--- src/rtl/dcache_port_arbiter.sv ---
// dcache_port_arbiter: shares the single dcache request port between the
// load FUs and the store-queue drain path. Loads win by default with
// round-robin among load requesters; a valid store wins when it has been
// starved STARVE_MAX times, when the SQ is almost full, or when no load is
// eligible. The winner is captured into a one-entry output register that
// is held until dcache_accept.
// Optional: define DCACHE_ARB_PERF_EN to add issue/stall perf counters.
module dcache_port_arbiter #(
  parameter int unsigned NUM_LD     = 2,
  parameter int unsigned STARVE_MAX = 4
`ifdef DCACHE_ARB_PERF_EN
  , parameter int unsigned CNT_W    = 32
`endif
) (
  input  logic                                         clock,
  input  logic                                         reset,
  input  logic [NUM_LD-1:0]                            ld_req_valid,
  input  logic [NUM_LD-1:0][31:0]                      ld_req_addr,
  input  logic [NUM_LD-1:0][2:0]                       ld_req_func,
  output logic [NUM_LD-1:0]                            ld_grant,
  input  logic                                         st_req_valid,
  input  logic [31:0]                                  st_req_addr,
  input  logic [2:0]                                   st_req_func,
  input  logic [31:0]                                  st_req_data,
  output logic                                         st_grant,
  input  logic                                         sq_almost_full,
  input  logic                                         flush,
  output logic                                         dcache_req_valid,
  output logic                                         dcache_req_is_store,
  output logic [31:0]                                  dcache_req_addr,
  output logic [2:0]                                   dcache_req_func,
  output logic [31:0]                                  dcache_req_data,
  output logic [((NUM_LD > 1) ? $clog2(NUM_LD) : 1)-1:0] dcache_req_src,
  input  logic                                         dcache_accept
`ifdef DCACHE_ARB_PERF_EN
  , output logic [CNT_W-1:0]                           ld_issue_cnt,
  output logic [CNT_W-1:0]                             st_issue_cnt,
  output logic [CNT_W-1:0]                             stall_cnt
`endif
);

  localparam int unsigned SRC_W = (NUM_LD > 1) ? $clog2(NUM_LD) : 1;
  localparam int unsigned STV_W = $clog2(STARVE_MAX + 1);

  // Output register
  logic              r_valid;
  logic              r_is_store;
  logic [31:0]       r_addr;
  logic [2:0]        r_func;
  logic [31:0]       r_data;
  logic [SRC_W-1:0]  r_src;

  // Arbitration state
  logic [SRC_W-1:0]  r_rr;
  logic [STV_W-1:0]  r_starve;

  // Combinational arbitration results
  logic [NUM_LD-1:0] w_ld_elig;
  logic              w_can_capture;
  logic              w_store_prio;
  logic              w_ld_found;
  logic [SRC_W-1:0]  w_ld_sel;
  logic              w_ld_any;
  logic              w_st_grant;
  logic [NUM_LD-1:0] w_ld_grant;

  // Grant selection: store priority check, then round-robin search from r_rr
  always_comb begin
    logic [SRC_W-1:0] v_idx;
    w_ld_elig     = flush ? '0 : ld_req_valid;
    // A held load that is being flushed frees the register this cycle, so
    // a store can be captured in its place without waiting for accept.
    w_can_capture = !r_valid || dcache_accept || (flush && !r_is_store);
    w_store_prio  = st_req_valid &&
                    ((r_starve == STV_W'(STARVE_MAX)) || sq_almost_full || (w_ld_elig == '0));
    w_ld_found    = 1'b0;
    w_ld_sel      = '0;
    v_idx         = '0;
    for (int unsigned k = 0; k < NUM_LD; k++) begin
      v_idx = SRC_W'((32'(r_rr) + k) % NUM_LD);
      if (!w_ld_found && w_ld_elig[v_idx]) begin
        w_ld_found = 1'b1;
        w_ld_sel   = v_idx;
      end
    end
    w_st_grant = w_can_capture && w_store_prio;
    w_ld_any   = w_can_capture && !w_store_prio && w_ld_found;
    w_ld_grant = '0;
    if (w_ld_any) w_ld_grant[w_ld_sel] = 1'b1;
  end

  assign ld_grant = w_ld_grant;
  assign st_grant = w_st_grant;

  // Output register: capture winner, drop on accept or on flush of a held load
  always_ff @(posedge clock) begin
    if (reset) begin
      r_valid    <= 1'b0;
      r_is_store <= 1'b0;
      r_addr     <= '0;
      r_func     <= '0;
      r_data     <= '0;
      r_src      <= '0;
    end else if (w_st_grant) begin
      r_valid    <= 1'b1;
      r_is_store <= 1'b1;
      r_addr     <= st_req_addr;
      r_func     <= st_req_func;
      r_data     <= st_req_data;
      r_src      <= '0;
    end else if (w_ld_any) begin
      r_valid    <= 1'b1;
      r_is_store <= 1'b0;
      r_addr     <= ld_req_addr[w_ld_sel];
      r_func     <= ld_req_func[w_ld_sel];
      r_data     <= '0;
      r_src      <= w_ld_sel;
    end else if (r_valid && (dcache_accept || (flush && !r_is_store))) begin
      r_valid    <= 1'b0;
    end
  end

  // Round-robin pointer and store starvation counter
  always_ff @(posedge clock) begin
    if (reset) begin
      r_rr     <= '0;
      r_starve <= '0;
    end else begin
      if (w_ld_any)
        r_rr <= (w_ld_sel == SRC_W'(NUM_LD - 1)) ? '0 : w_ld_sel + 1'b1;
      if (w_st_grant)
        r_starve <= '0;
      else if (st_req_valid && w_ld_any && (r_starve != STV_W'(STARVE_MAX)))
        r_starve <= r_starve + 1'b1;
    end
  end

  assign dcache_req_valid    = r_valid;
  assign dcache_req_is_store = r_is_store;
  assign dcache_req_addr     = r_addr;
  assign dcache_req_func     = r_func;
  assign dcache_req_data     = r_data;
  assign dcache_req_src      = r_src;

`ifdef DCACHE_ARB_PERF_EN
  logic [CNT_W-1:0] r_ld_cnt;
  logic [CNT_W-1:0] r_st_cnt;
  logic [CNT_W-1:0] r_stall_cnt;

  // Saturating perf counters for accepted loads/stores and stalled cycles
  always_ff @(posedge clock) begin
    if (reset) begin
      r_ld_cnt    <= '0;
      r_st_cnt    <= '0;
      r_stall_cnt <= '0;
    end else begin
      if (r_valid && dcache_accept && !r_is_store && (r_ld_cnt != '1))
        r_ld_cnt <= r_ld_cnt + 1'b1;
      if (r_valid && dcache_accept && r_is_store && (r_st_cnt != '1))
        r_st_cnt <= r_st_cnt + 1'b1;
      if (r_valid && !dcache_accept && (r_stall_cnt != '1))
        r_stall_cnt <= r_stall_cnt + 1'b1;
    end
  end

  assign ld_issue_cnt = r_ld_cnt;
  assign st_issue_cnt = r_st_cnt;
  assign stall_cnt    = r_stall_cnt;
`endif

endmodule

--- config.mk ---
export PLATFORM = sky130hd
export DESIGN_NAME = dcache_port_arbiter
export DESIGN_NICKNAME = d
export VERILOG_FILES = /design/src/rtl/dcache_port_arbiter.sv
export SDC_FILE = /design/constraint.sdc
export NUM_CORES = 1
export LEC_CHECK = 0
export ABC_AREA = 1
export CORE_ASPECT_RATIO = 1.5
export CORE_MARGIN = 2
export CORE_UTILIZATION = 55
export DETAILED_ROUTE_END_ITERATION = 6
export DONT_BUFFER_PORTS = 1
export GPL_ROUTABILITY_DRIVEN = 1
export PLACE_DENSITY = 0.8
export SETUP_SLACK_MARGIN = 0.1
export SYNTH_ARGS = -nofsm -noshare
export SYNTH_HDL_FRONTEND = slang
export SYNTH_SLANG_ARGS = --single-unit
--- constraint.sdc ---
create_clock -name clock -period 2.3 [get_ports clock]
set_input_delay 0.575 -clock clock [delete_from_list [all_inputs] [get_ports clock]]
set_output_delay 0.575 -clock clock [all_outputs]
set_load 0.02 [all_outputs]
==> run metrics, run 1 <==
run status finished, final reports clean; CTS Root Buffer Type clkbuf_8; Clk pwr share 32.0%; fill cell count around 660; Mapped Avg Cell Area approximately 6.3 um^2; detailed-route via count just under 4000; required time worst endpoint 1.73 ns; switching power 1.01 mW; drt via density between 5 and 6; CTS tree yes; die area between 7000 and 8000 um^2; family with the most delay on the worst path flip-flops; Die Y around 110 um; vias in the first global route roughly 3700; clk_skew 0.00650 ns; Comb pwr share 16.4%; router iterations before antenna repair 6; Worst-path clk slew roughly 0.080 ns; placed cells 667; top cells by area, synth dfxtp_1 (38%), nand2_1 (21%), a21oi_1 (9.1%); wire per inst 15.9 um; largest net degree at the start of global routing 70; Worst-Margin Slew 0.635 ns; initial drt markers ~230; Max H-tree Level 3; worst-skew pair later-pin latency between 0.3 and 0.4 ns; Startpoint Class register; # hold bufs at CTS 0; setup tns final 0 ns; post-route insts no fill between 600 and 700; Power Total roughly 3.1 mW; FF+latch count, synth between 70 and 80; Power Density between 700 and 800 nW/um^2; RSZ-0062 raised after global routing false; Max-slew headroom 57.6%; Post-Syn Area 3950 um^2; min cycle time layout between 2 and 2.5 ns; min-delay worst type input port to register; Critical-path top delay cell dfxtp_2; initial antenna violation count 0; register area around 1500 um^2; slack of the critical path between 0.15 and 0.2 ns; Tcrit/Tclk final between 90% and 100%; Peak Freq 472 MHz; IO Count 218; Total GRT Usage a little over a quarter; Std-Cell Rows 37; sequential area share after synthesis a little under two fifths; DRC 0; Synth Instances slightly above 600; Worst Path Arrival between 1.5 and 2 ns; Setup WS pre-CTS around 0.37 ns; Inserted Clock Buffers 9; core area 6900 um^2; grt total ovfl 0; worst path bufs/invs 2; Yosys warnings 0; PortBufs 0; cell chain of the critical path inv_1, ha_2, a21oi_2, nand2_4, nand2_2, nand4_1, inv_2; top-area cell type share of the netlist area 37.5%; DRT Wirelength roughly 11 mm; P_int between 2 and 2.5 mW; maximum root-to-sink buffer count 2; Initial Util 57.2%; DIE WIDTH ~73 um; global-route wire length before repair approximately 16 mm; CP Capture Type output pin; maximum VDD drop between 0.0005 and 0.0006 V; Area growth, synth to finish 3.84%; Mapped Nets 769; final RePlAce weighted congestion approximately 0.9; Reg power frac ~52%; LEAKAGE ~2.1 nW; max cap viols 0; number of distinct library cells after synthesis 19; Sw Ratio ~33%; critical path fanouts, max 3; HPWL Detailed roughly 7.3 mm; fraction of layout cells with a size suffix above 1 7.25%; Sink Count between 70 and 80; Hold Violations, Final 0; pins over their slew limit 0; Crit Path Category register to output pin; Antenna Cells 0; final antenna-violating net count 0; multi-input logic area between 1500 and 2000 um^2; cell taking the most area after synthesis dfxtp_1; crit-path max cell delay ~0.34 ns; Nets around 750; # setup viols final 0
-- power by group through the flow --
stage / clock network, mW / registers, mW / logic (mW)
after floorplan: 0 / 1.59 / 0.448
after global placement: 0 / 1.61 / 0.477
after detailed placement: 0 / 1.61 / 0.496
after CTS: 0.996 / 1.58 / 0.499
after global routing: 1.05 / 1.59 / 0.573
final: 0.982 / 1.58 / 0.502
-- routing by layer --
metal	share of wire, %	global-route usage (%)	up-vias
li1	-	-	1926
met1	37	28.6	1747
met2	50	47.0	246
met3	10	7.58	29
met4	2.5	12.4	0
met5	0	0	-
-- cells in the final DEF, fill, tap and decap left out, drive strengths merged --
cell type | Yosys | final
clkbuf | 19 | 11
a21oi | 72 | 72
nand4 | 38 | 38
nand3 | 72 | 72
clkinv | 0 | 2
inv | 87 | 87
ha | 2 | 2
bufinv | 0 | 1
xor2 | 1 | 1
nand2 | 227 | 227
buf | 26 | 14
dfxtp | 74 | 74
clkinvlp | 0 | 2
o21ai | 1 | 1
nor2 | 3 | 3
-- registers in the layout, indices dropped and copies added, names as in the netlist --
signal and count:
r_rr 1, dcache_req_is_store 1, dcache_req_data 32, r_starve 3
dcache_req_addr 32, dcache_req_func 3, dcache_req_valid 1, dcache_req_src 1
-- worst paths after layout --
check | from | end | slack (ns) | cells past startpoint
hold reg to reg | r_starve[0]$_SDFFE_PP0P_ | r_starve[0]$_SDFFE_PP0P_ | 0.49 | 2
setup / recovery | r_starve[0]$_SDFFE_PP0P_ | ld_grant[0] | 0.18 | 7
hold / removal | reset | dcache_req_data[27]$_SDFFE_PP0P_ | 0.30 | 1
setup reg to reg | dcache_req_is_store$_SDFFE_PP0P_ | dcache_req_data[25]$_SDFFE_PP0P_ | 0.48 | 7
-- cells by family after synthesis --
family	count (synthesis)	share of synthesized area (%)
buffers and inverters	132	14.5
xor gates and xnor gates	1	0.222
adders and majority gates	2	0.634
DFF	74	37.5
and+or+nand+nor	340	37.5
AOI/OAI and AO/OA	73	9.54
-- cell type report --
class	instances	share of cell area [%]
clock buffer	11	3.21
inverter	87	7.97
sequential	74	36.2
multi-input combinational	416	46.4
tap	78	2.38
clock inverter	5	1.34
timing repair buffer	14	2.56
-- synthesized netlist by cell type --
library cell and count:
a21oi_1 72, buf_1 1, buf_2 15, buf_4 4, buf_6 6, clkbuf_1 19
dfxtp_1 74, ha_1 2, inv_1 83, inv_2 4, nand2_1 223, nand2_2 3
nand2_4 1, nand3_1 71, nand3_2 1, nand4_1 38, nor2_1 3, o21ai_4 1
xor2_1 1
-- metrics by stage --
stage               area [um^2]  utilization (%)  hold slack [ns]
floorplan                  3950                -            0.462
global placement           3890             56.4            0.469
detailed placement         3890             56.4            0.500
CTS                        4080             59.1            0.278
global route               4100             59.4            0.274
finish                     4100             59.4            0.297
-- timing repair --
item | 4_1_cts | 5_1_grt
setup endpoints to repair | 2 | 2
buffers inserted | 0 | 2
pin swaps | 1 | 2
gates resized for setup | 4 | 2
(Power assumes the default switching activity.)
==> run 2, diff against run 1 <==
--- a/config.mk
+++ b/config.mk
@@ -9,9 +9,11 @@
 export CORE_ASPECT_RATIO = 1.5
 export CORE_MARGIN = 2
 export CORE_UTILIZATION = 55
+export CTS_CLUSTER_DIAMETER = 200
 export DETAILED_ROUTE_END_ITERATION = 6
 export DONT_BUFFER_PORTS = 1
 export GPL_ROUTABILITY_DRIVEN = 1
+export GPL_TIMING_DRIVEN = 0
 export PLACE_DENSITY = 0.8
 export SETUP_SLACK_MARGIN = 0.1
 export SYNTH_ARGS = -nofsm -noshare
==> run metrics, run 2 (synthesis gave the netlist of run 1 again) <==
run status finished, final reports clean; maximum VDD drop 0.000730 V (+44%); HPWL Detailed 8.62 mm (+17%); hold slack 0.346 ns (+0.0497 ns); WL met3 1.13 mm (about the same); largest net degree at the start of global routing 15 (-79%); router iterations before antenna repair 5 (-1); Total GRT Usage 28.8% (+2.1 points); LEAKAGE 2.20 nW (+5.0%); detailed-route via count 4003 (+1.4%); min cycle time layout 2.15 ns (+0.0363 ns); final RePlAce weighted congestion 0.826 (-8.4%); Startpoint Class register; initial drt markers 170 (-25%); maximum root-to-sink buffer count 2 (unchanged); slack of the critical path 0.147 ns (-0.0363 ns); Inserted Clock Buffers 9 (unchanged); Die Y 108 um (unchanged); Initial Util 57.2% (unchanged); CTS tree yes; Crit Path Category register to output pin; Peak Freq 464 MHz (-1.7%); pins over their slew limit 0 (unchanged); commonest non-fill, non-tap cells in the layout nand2_1 (220), inv_1 (81), dfxtp_1 (72), nand3_1 (71), a21oi_1 (71); grt total ovfl 0 (unchanged); worst-skew pair later-pin latency 0.36 ns (about the same); Antenna Cells 0 (unchanged); CP Capture Type output pin; drt via density 5.58 (-3.3%); wire per inst 15.9 um (+0.25%); die area 7880 um^2 (unchanged); met1 wire length 4.18 mm (+4.3%); # hold bufs at CTS 0 (unchanged); crit-path max cell delay 0.35 ns (about the same); required time worst endpoint 1.73 ns (about the same); Std-Cell Rows 37 (unchanged); Power Density 740 nW/um^2 (-1.0%); clk_skew 0.00679 ns (+0.000292 ns); Levels on crit path 7 (unchanged); Max H-tree Level 3 (unchanged); DRC 0 (unchanged); DRT Wirelength 11.4 mm (+5.1%); Worst-Margin Slew 0.490 ns (-0.145 ns); Max-slew headroom 67.3% (+9.7 points); Critical-path top delay cell dfxtp_2; setup tns final 0 ns (unchanged); cell chain of the critical path inv_1, ha_2, a21oi_2, nand2_4, nand2_4, nand4_1, inv_2; global-route wire length before repair 17.6 mm (+6.5%); Setup WS pre-CTS -0.0209 ns (-0.395 ns); metal2 WL 5.79 mm (+6.1%); initial antenna violation count 0 (unchanged); RSZ-0062 raised after global routing false; max cap viols 0 (unchanged); vias in the first global route 3815 (+2.3%); Hold Violations, Final 0 (unchanged); CTS Root Buffer Type clkbuf_8; Worst Path Arrival 1.58 ns (+0.04 ns); Tcrit/Tclk final 93.6% (+1.6 points); critical path fanouts, max 4 (+1); Sink Count 74 (unchanged); Worst-path clk slew 0.08 ns (about the same); r2r setup slk 0.58 ns (+0.10 ns); Power Total 3.19 mW (+4.1%); worst path bufs/invs 2 (unchanged); DIE WIDTH 73.2 um (unchanged); fill cell count 679 (+3.7%); worst reg-to-reg path cell count 11 (+4); IO Count 218 (unchanged); min-delay worst type input port to register; family with the most delay on the worst path flip-flops; Area growth, synth to finish 9.26%; most frequent CP cell nand2_4; most common cell after layout, fill and taps aside nand2_1; fraction of layout cells with a size suffix above 1 9.69% (+2.4 points); Nets 782 (+4.4%); final antenna-violating net count 0 (unchanged); Max Used Layer met4; PortBufs 0 (unchanged); core area 6900 um^2 (unchanged); # setup viols final 0 (unchanged); hold depth 2 (+1)
[run 2: cell types whose count changed in the layout (fill, tap and decap cells not counted), moves of 2 or more]
cell      before  now
clkinv_2       2    0
buf_4         14    6
inv_6          0    3
buf_6          0    8
nand2_1      222  220
clkbuf_1       2   19
buf_2          0   14
nand2_4        1    4
[run 2: cell type report]
type	count	area, um^2	area share, %
timing repair buffer	3	22.5	0.522
clock inverter	6	72.6	1.68
sequential	74	1480	34.4
inverter	87	327	7.57
buffer	44	254	5.89
clock buffer	10	128	2.96
multi-input combinational	416	1930	44.7
tap	78	97.6	2.26
[run 2: power by group]
part	internal, mW	switching (mW)	total (mW)
registers	1.39	0.196	1.58
clock network	0.514	0.519	1.03
logic	0.206	0.370	0.577
total	2.11	1.09	3.19
[run 2: path summary, 6_finish.rpt]
check,endpoint,startpoint
worst max-delay path,ld_grant[0],r_starve[0]$_SDFFE_PP0P_
worst min register to register,r_starve[1]$_SDFFE_PP0P_,r_starve[1]$_SDFFE_PP0P_
worst min-delay path,dcache_req_data[26]$_SDFFE_PP0P_,st_req_data[26]
worst max register to register,dcache_req_addr[10]$_SDFFE_PP0P_,r_starve[0]$_SDFFE_PP0P_
[run 2: timing repair]
item | in CTS | in global routing
buffers inserted | 2 | 1
pin swaps | 2 | 1
resized for setup | 10 | 8
hold endpoints to repair | 0 | 0
endpoints found under the setup margin | 3 | 3
[run 2: through the flow]
stage               area (um^2)  cells  util [%]
finish                     4310    718      62.5
floorplan                  3950    622         -
global route               4310    718      62.5
detailed placement         4050    700      58.6
global placement           4050    700      58.6
CTS                        4280    718      62.1
[run 2: layer usage]
metal / global-route usage, % / vias to the layer above
met5: 0 / -
met4: 12.3 / 0
met3: 10.9 / 28
met2: 49.7 / 194
met1: 30.6 / 1785
li1: - / 1996
==> run 3, diff against run 2 <==
--- a/config.mk
+++ b/config.mk
@@ -6,8 +6,8 @@
 export NUM_CORES = 1
 export LEC_CHECK = 0
 export ABC_AREA = 1
+export CAP_MARGIN = 20
 export CORE_ASPECT_RATIO = 1.5
-export CORE_MARGIN = 2
 export CORE_UTILIZATION = 55
 export CTS_CLUSTER_DIAMETER = 200
 export DETAILED_ROUTE_END_ITERATION = 6
==> run metrics, run 3 (synthesis gave the netlist of run 1 again) <==
Startpoint Class register; Worst Path Arrival 1.55 ns (-0.03 ns); initial antenna violation count 0 (unchanged); Hold Path Sink dcache_req_data[0]$_SDFFE_PP0P_; Nets 784 (+0.26%); core area 6900 um^2 (unchanged); Std-Cell Rows 37 (unchanged); DRT Wirelength 11.3 mm (-1.3%); vias in the first global route 3883 (+1.8%); Inserted Clock Buffers 9 (unchanged); required time worst endpoint 1.73 ns (about the same); Power Total 3.27 mW (+2.5%); HPWL Detailed 8.57 mm (-0.68%); Worst-Margin Slew 0.504 ns (+0.0136 ns); fin util 62.8% (+0.29 points); switching power 1.07 mW (-1.7%); Antenna Cells 0 (unchanged); drt via density 5.60 (+0.46%); setup tns final 0 ns (unchanged); worst reg-to-reg path cell count 11 (unchanged); Tcrit/Tclk final 92.3% (-1.3 points); Hold Violations, Final 0 (unchanged); DRC 14 (+14); Sw Ratio 32.6% (-1.4 points); clk_skew 0.00771 ns (+0.000922 ns); min-delay worst type input port to register; largest net degree at the start of global routing 20 (+5); worst-skew pair later-pin latency 0.35 ns (about the same); final RePlAce weighted congestion 0.830 (+0.46%); P_int 2.20 mW (+4.6%); detailed-route via count 4027 (+0.60%); Comb pwr share 17.8% (-0.3 points); Crit Path Category register to output pin; CTS tree yes; LEAKAGE 2.22 nW (+0.70%); IO Count 218 (unchanged); die area 7530 um^2 (-4.5%); Sink Count 74 (unchanged); Max H-tree Level 3 (unchanged); Initial Util 57.2% (unchanged); maximum VDD drop 0.000521 V (-29%); min cycle time layout 2.12 ns (-0.0303 ns); maximum root-to-sink buffer count 2 (unchanged); PortBufs 0 (unchanged); run status complete, but fails checks; Reg power frac 48.4% (-1.2 points); hold path start st_req_data[0]; WL met3 997 um (-12%); final antenna-violating net count 0 (unchanged); DIE WIDTH 71.2 um (-2.7%); Peak Freq 471 MHz (+1.4%); Total GRT Usage 29.9% (+1.1 points); wire per inst 15.7 um (-1.4%); Worst-path clk slew 0.08 ns (about the same); Area growth, synth to finish 9.76%; global-route wire length before repair 17.6 mm (about the same); CTS Root Buffer Type clkbuf_8; CP Capture Type output pin; FF-to-FF Start r_starve[0]$_SDFFE_PP0P_; met1 wire length 4.05 mm (-3.2%); initial drt markers 250 (+47%); Power Density 755 nW/um^2 (+2.0%); Max Used Layer met4; worst r2r dst dcache_req_addr[12]$_SDFFE_PP0P_; metal2 WL 5.82 mm (+0.43%); critical path fanouts, max 10 (+6); max cap viols 0 (unchanged); most common cell after layout, fill and taps aside nand2_1; fill cell count 686 (+1.0%); r2r setup slk 0.60 ns (+0.02 ns); # setup viols final 0 (unchanged); RSZ-0062 raised after global routing false; router iterations before antenna repair 7 (+2); hold depth 2 (unchanged); pins over their slew limit 0 (unchanged); Die Y 106 um (-1.9%); Clk pwr share 33.9% (+1.5 points); Max-slew headroom 66.4% (-0.90 points); commonest non-fill, non-tap cells in the layout nand2_1 (220), inv_1 (81), nand3_1 (71), a21oi_1 (71), dfxtp_1 (71); grt total ovfl 0 (unchanged); failing checks design-rule violations; fraction of layout cells with a size suffix above 1 10.1% (+0.45 points)
## run 3: critical path, stage by stage (launching register included)
cell	delay, ns
dfxtp_2	0.33
inv_1	0.05
ha_2	0.18
a21oi_2	0.20
nand2_4	0.10
nand3_2	0.11
inv_4	0.07
buf_8	0.15
## run 3: timing repair
| action | CTS | global route |
|---|---|---|
| pin swaps | 2 | 2 |
| setup buffers | 3 | 2 |
| gates resized for setup | 9 | 9 |
| gates cloned | 0 | 0 |
| setup endpoints to repair | 3 | 3 |
| hold endpoints to repair | 0 | 0 |
| hold buffers | 0 | 0 |
## run 3: per-layer routing
metal  up-vias  global-route usage, %
met5         -                      0
met4         0                   14.7
met3        34                   9.46
met2       201                   54.6
met1      1795                   29.9
li1       1997                      -
## run 3: power groups by stage
stage	logic, mW	registers, mW	clock network [mW]
final	0.581	1.58	1.11
after global routing	0.666	1.59	1.18
after CTS	0.573	1.58	1.13
after detailed placement	0.563	1.61	0
after global placement	0.545	1.61	0
after floorplan	0.448	1.59	0
## run 3: worst max path at each step
stage / startpoint / end / slack (ns)
6_report: r_starve[0]$_SDFFE_PP0P_ / st_grant / 0.18
5_1_grt: r_starve[0]$_SDFFE_PP0P_ / st_grant / 0.1
4_1_cts: r_starve[0]$_SDFFE_PP0P_ / st_grant / 0.11
2_1_floorplan: ld_req_valid[0] / ld_grant[1] / 0.34
3_5_place_dp: ld_req_valid[0] / ld_grant[1] / -0.07
3_3_place_gp: ld_req_valid[0] / ld_grant[1] / -0.09
## run 3: final cells by class
type	instances	area [um^2]	area share (%)
Buffer	44	254	5.86
Tap cell	78	97.6	2.25
Inverter	87	329	7.59
Clock inverter	6	90.1	2.08
Multi-Input combinational cell	416	1920	44.2
Sequential cell	74	1490	34.3
Timing Repair Buffer	5	37.5	0.866
Clock buffer	9	124	2.86
## run 3: through the flow
stage	cell area (um^2)	hold slack [ns]	instances	setup WS [ns]
finish	4330	0.356	719	0.177
global route	4330	0.341	719	0.0951
CTS	4300	0.337	717	0.107
detailed placement	4050	0.493	700	-0.0682
global placement	4050	0.470	700	-0.0883
floorplan	3950	0.462	622	0.338
